==> config.mk <==
export PLATFORM = sky130hd
export DESIGN_NAME = ysyx_25020047_seq_ctrl
export DESIGN_NICKNAME = d
export VERILOG_FILES = /design/src/rtl/ysyx_25020047_seq_ctrl.sv
export SDC_FILE = /design/constraint.sdc
export NUM_CORES = 1
export LEC_CHECK = 0
export BUFFER_PORTS_ARGS = -buffer_cell sky130_fd_sc_hd__buf_4
export CORE_UTILIZATION = 61
export CTS_BUF_LIST = sky130_fd_sc_hd__clkbuf_4 sky130_fd_sc_hd__clkbuf_8
export DETAILED_ROUTE_END_ITERATION = 16
export HOLD_SLACK_MARGIN = 0.08
export PLACE_DENSITY = 0.88
export SLEW_MARGIN = 5
export SYNTH_ARGS = -nofsm -noshare
export SYNTH_HDL_FRONTEND = slang
export SYNTH_SLANG_ARGS = --single-unit
==> constraint.sdc <==
create_clock -name clk -period 4.7 [get_ports clk]
set_clock_uncertainty 0.2 [all_clocks]
set_input_delay 0 -clock clk [delete_from_list [all_inputs] [get_ports clk]]
set_output_delay 0 -clock clk [all_outputs]
set_load 0.05 [all_outputs]
==> src/rtl/ysyx_25020047_seq_ctrl.sv <==
// Multi-cycle sequencer for the RV32E core: FETCH -> EXEC -> [MEM] -> WB, with
// halt detection (ebreak / illegal / bus timeout) and retire/cycle counters.
module ysyx_25020047_seq_ctrl #(
    parameter int TIMEOUT = 255,
    parameter int CNT_W   = 32
) (
    input  logic             clk,
    input  logic             rst,
    output logic             imem_req,
    input  logic             imem_rvalid,
    output logic             inst_latch,
    input  logic             dec_load,
    input  logic             dec_store,
    input  logic             dec_ebreak,
    input  logic             dec_illegal,
    output logic             lsu_req,
    output logic             lsu_we,
    input  logic             lsu_done,
    output logic             rf_we,
    output logic             pc_we,
    output logic             halt,
    output logic [1:0]       halt_code,
    output logic [2:0]       state,
    output logic [CNT_W-1:0] inst_retired,
    output logic [CNT_W-1:0] cycle_cnt
);

    typedef enum logic [2:0] {
        S_FETCH = 3'd0,
        S_EXEC  = 3'd1,
        S_MEM   = 3'd2,
        S_WB    = 3'd3,
        S_HALT  = 3'd4
    } state_t;

    localparam logic [1:0] CODE_EBREAK  = 2'd1;
    localparam logic [1:0] CODE_ILLEGAL = 2'd2;
    localparam logic [1:0] CODE_TIMEOUT = 2'd3;

    // The wait counter holds the number of cycles already spent in the current
    // wait state, so the TIMEOUT-th cycle is the one where it equals TIMEOUT-1.
    localparam logic [15:0] WAIT_LAST = 16'(TIMEOUT - 1);

    state_t      state_q;
    state_t      state_d;
    logic [15:0] wait_q;
    logic [1:0]  code_q;
    logic [1:0]  code_d;
    logic        ret_inc;
    logic        wait_hit;

    assign wait_hit = (wait_q == WAIT_LAST);

    always_comb begin
        state_d = state_q;
        code_d  = code_q;
        ret_inc = 1'b0;
        unique case (state_q)
            S_FETCH: begin
                if (imem_rvalid) begin
                    state_d = S_EXEC;
                end else if (wait_hit) begin
                    state_d = S_HALT;
                    code_d  = CODE_TIMEOUT;
                end
            end
            S_EXEC: begin
                if (dec_illegal || (dec_load && dec_store)) begin
                    state_d = S_HALT;
                    code_d  = CODE_ILLEGAL;
                end else if (dec_ebreak) begin
                    state_d = S_HALT;
                    code_d  = CODE_EBREAK;
                    ret_inc = 1'b1;
                end else if (dec_load || dec_store) begin
                    state_d = S_MEM;
                end else begin
                    state_d = S_WB;
                end
            end
            S_MEM: begin
                // A completion in the last allowed cycle still wins over the timeout.
                if (lsu_done) begin
                    state_d = S_WB;
                end else if (wait_hit) begin
                    state_d = S_HALT;
                    code_d  = CODE_TIMEOUT;
                end
            end
            S_WB: begin
                state_d = S_FETCH;
                ret_inc = 1'b1;
            end
            S_HALT: begin
                state_d = S_HALT;
            end
            default: begin
                state_d = S_FETCH;
            end
        endcase
    end

    always_ff @(posedge clk or posedge rst) begin
        if (rst) begin
            state_q      <= S_FETCH;
            wait_q       <= '0;
            code_q       <= '0;
            inst_retired <= '0;
            cycle_cnt    <= '0;
        end else begin
            state_q <= state_d;
            code_q  <= code_d;
            if (state_d != state_q) begin
                wait_q <= '0;
            end else if (state_q == S_FETCH || state_q == S_MEM) begin
                wait_q <= wait_q + 16'd1;
            end
            if (ret_inc) begin
                inst_retired <= inst_retired + 1'b1;
            end
            if (state_q != S_HALT) begin
                cycle_cnt <= cycle_cnt + 1'b1;
            end
        end
    end

    // Strobes decode from state only; rst masks them so an abort takes effect at once.
    assign imem_req   = !rst && (state_q == S_FETCH);
    assign lsu_req    = !rst && (state_q == S_MEM);
    assign lsu_we     = lsu_req && dec_store;
    assign pc_we      = !rst && (state_q == S_WB);
    assign rf_we      = pc_we && !dec_store;
    assign inst_latch = imem_req && imem_rvalid;

    assign halt      = (state_q == S_HALT);
    assign halt_code = code_q;
    assign state     = state_q;

endmodule

==> flow_summary.json <==
{
  "clk_latency_ns": 0.36,
  "peakVddDrop_mv": 0.413,
  "die_y_um": 83.1,
  "ys.flop_type": "dfrtp_1",
  "async_flop_share": 1.00,
  "place_ws_ns": 2.27,
  "crit_path_max_fanout": 5,
  "fin_crit_ns": 3.24,
  "cts_tree": "built",
  "synthCells": 380,
  "synth_area_per_cell_um2": 10.6,
  "placed_area_mm2": 0.00470,
  "drt_pass1_iterations": 4,
  "ys_seq_elements": 85,
  "endpoint_kind": "register",
  "fin_nets": 493,
  "fillCellCount": 379,
  "vias": 3203,
  "stdcell_area_mm2": 0.00506,
  "status": "finished, final reports clean",
  "cts_sinks": 85,
  "maxSlewViolCount": 0,
  "p_int_mw": 1.35,
  "drive_gt1_frac": 0.230,
  "routed_wl_um": 9090,
  "hold_depth": 3,
  "synthDistinctLibCells": 40,
  "grt_overflow_total": 0,
  "power.total_mw": 2.19,
  "hold_start": "dec_store",
  "power.leakage_nw": 2.41,
  "sw_frac_of_total": 0.382,
  "final_common_cell": "dfrtp_1",
  "start_util": 0.632,
  "worst-setup-path-type": "register to register",
  "drcViolationCount": 0,
  "rsz0062_at_grt": "no",
  "fmax_ghz": 0.308,
  "cts.clk_slew.worst_paths_ns": 0.09,
  "ys_seq_area_frac": 0.530,
  "root_buffer": "clkbuf_8",
  "rows": 29,
  "syn-num-nets": 392,
  "cts_setup_buffers": 0,
  "first_iter_violations": 184,
  "worst_slack_ns": 1.46,
  "yosysWarnings": 0,
  "ys_top_cells_by_area": "dfrtp_1 (53%), xnor2_1 (11%), xor2_1 (5.5%), nor2_1 (3.7%), nand2_1 (3.5%)",
  "final_antenna_net_count": 0,
  "setup_violations": 0,
  "startpoint": "wait_q[12]",
  "synth_top_area_frac": 0.530,
  "hold_end": "rf_we",
  "synth-edff-count": 0,
  "r2r_start": "wait_q[12]",
  "post_drt_wl_per_cell_um": 16.1,
  "comb_power_share": 0.322,
  "cp_data_required_time_ns": 4.80,
  "slew_headroom": 0.279,
  "io_buffers": 83,
  "area.growth.synth_to_final_pct": 26.1,
  "worstMarginPinSlew_ns": 1.07,
  "cts_buffers": 9,
  "r2r_end": "halt_code[1]",
  "cp.arrival_ns": 3.34,
  "diodes": 0,
  "die_w_um": 83.1,
  "grt_pass1_vias": 3178,
  "maxCapViolations": 0,
  "htreeDepth": 3,
  "gp_congestion": 0.822,
  "grt_pass1_wl_um": 15100,
  "grt_max_degree": 86,
  "final.setup.tns_ns": 0,
  "final_cell_mix": "dfrtp_1 (85), buf_4 (84), xnor2_1 (52)",
  "coreArea_mm2": 0.00635,
  "regToRegSetupSlack_ns": 1.46,
  "viasPerCell": 5.69,
  "track_usage": 0.276,
  "p_per_area_mw_per_mm2": 432,
  "synth_area_leader_cell": "dfrtp_1",
  "hold_class": "input port to output pin",
  "antenna_found_initial": 0,
  "hold_viol": 0,
  "hold_slack_ns": 0.132,
  "p_clk_frac": 0.265,
  "rr_worst_depth": 7,
  "ios": 84,
  "synth_area_mm2": 0.00401,
  "p_seq_frac": 0.413,
  "fin_crit_sh": 0.690,
  "dp_hpwl_um": 6030,
  "switching_power_mw": 0.835,
  "clock_path_buffers": 2,
  "worstSetupStartpointType": "register",
  "die-area_mm2": 0.00690
}
[Yosys cell counts, types with 2 or more instances]
cell type and number:
o22ai_1 2, nand2_1 37, and2_1 5, and4_1 9, xor2_1 25, or2_2 3
clkbuf_1 6, nor2_1 39, and3_1 13, a21oi_1 5, nand2b_1 3, dfrtp_1 85
nand4_1 19, xnor2_1 52, or3_1 2, inv_1 9, nor4_1 5, nor3_1 10
nand3_1 25, nor2b_1 3, ha_1 4
[routing by layer]
| layer | up-vias | part of all wire | routed length (µm) | track usage |
|---|---|---|---|---|
| li1 | 1504 | - | - | - |
| met1 | 1566 | 0.44 | 4000 | 0.362 |
| met2 | 120 | 0.49 | 4450 | 0.458 |
| met3 | 13 | 0.057 | 518 | 0.0557 |
| met4 | 0 | 0.013 | 118 | 0.103 |
| met5 | - | 0 | 0 | 0 |
[cell type report]
class / count / area, µm² / share of cell area
inverter: 10 / 38.8 / 0.00767
timing repair buffer: 97 / 761 / 0.150
sequential: 85 / 2130 / 0.420
clock buffer: 11 / 139 / 0.0275
tap: 77 / 96.3 / 0.0190
clock inverter: 5 / 85.1 / 0.0168
multi-input combinational: 278 / 1810 / 0.358
[power groups by stage]
stage / clock, mW / combinational (mW) / sequential, mW
after floorplan: 0 / 0.287 / 1.10
after global placement: 0 / 0.657 / 0.908
after detailed placement: 0 / 0.667 / 0.911
after CTS: 0.580 / 0.703 / 0.899
after global routing: 0.610 / 0.755 / 0.916
final: 0.579 / 0.704 / 0.903
[timing repair]
action                                 4_1_cts  5_1_grt
hold buffers                                13        0
gates resized for setup                      0        0
endpoints found under the hold margin       97        0
[flip-flops by register name, indices dropped and copies added (netlist names)]
signal / cells
cycle_cnt: 32
halt_code: 2
inst_retired: 32
state: 3
wait_q: 16
[logic make-up after synthesis]
family	share of synthesized area
AND/OR/NAND/NOR	0.243
AO/OA/AOI/OAI	0.0228
adder cells (fa/ha/maj)	0.0125
XOR/XNOR	0.168
flip-flops	0.530
buffers and inverters	0.0178
multiplexers	0.00530
[per-stage QoR]
| stage | cells | utilization |
|---|---|---|
| 2_1_floorplan | 380 | - |
| 3_3_place_gp | 534 | 0.741 |
| 3_5_place_dp | 534 | 0.741 |
| 4_1_cts | 563 | 0.797 |
| 5_1_grt | 563 | 0.797 |
| 6_report | 563 | 0.797 |
[critical path, cell delays in order, from the launching register on]
cell and delay [ns]:
dfrtp_1 0.43, or4_4 0.56, nor4_4 0.36, nand3_1 0.22, a22o_1 0.23, dlygate4sd3_1 0.56
o21ai_1 0.08, dlygate4sd3_1 0.55
[worst max path at each step]
stage / endpoint / slack, ns / cells past startpoint
detailed placement: inst_retired[16] / 2.27 / 5
global placement: inst_retired[18] / 2.39 / 5
finish: halt_code[1] / 1.46 / 7
global route: halt_code[1] / 1.30 / 7
CTS: halt_code[1] / 1.49 / 7
floorplan: lsu_we / 1.16 / 4
(Power assumes the default switching activity.)
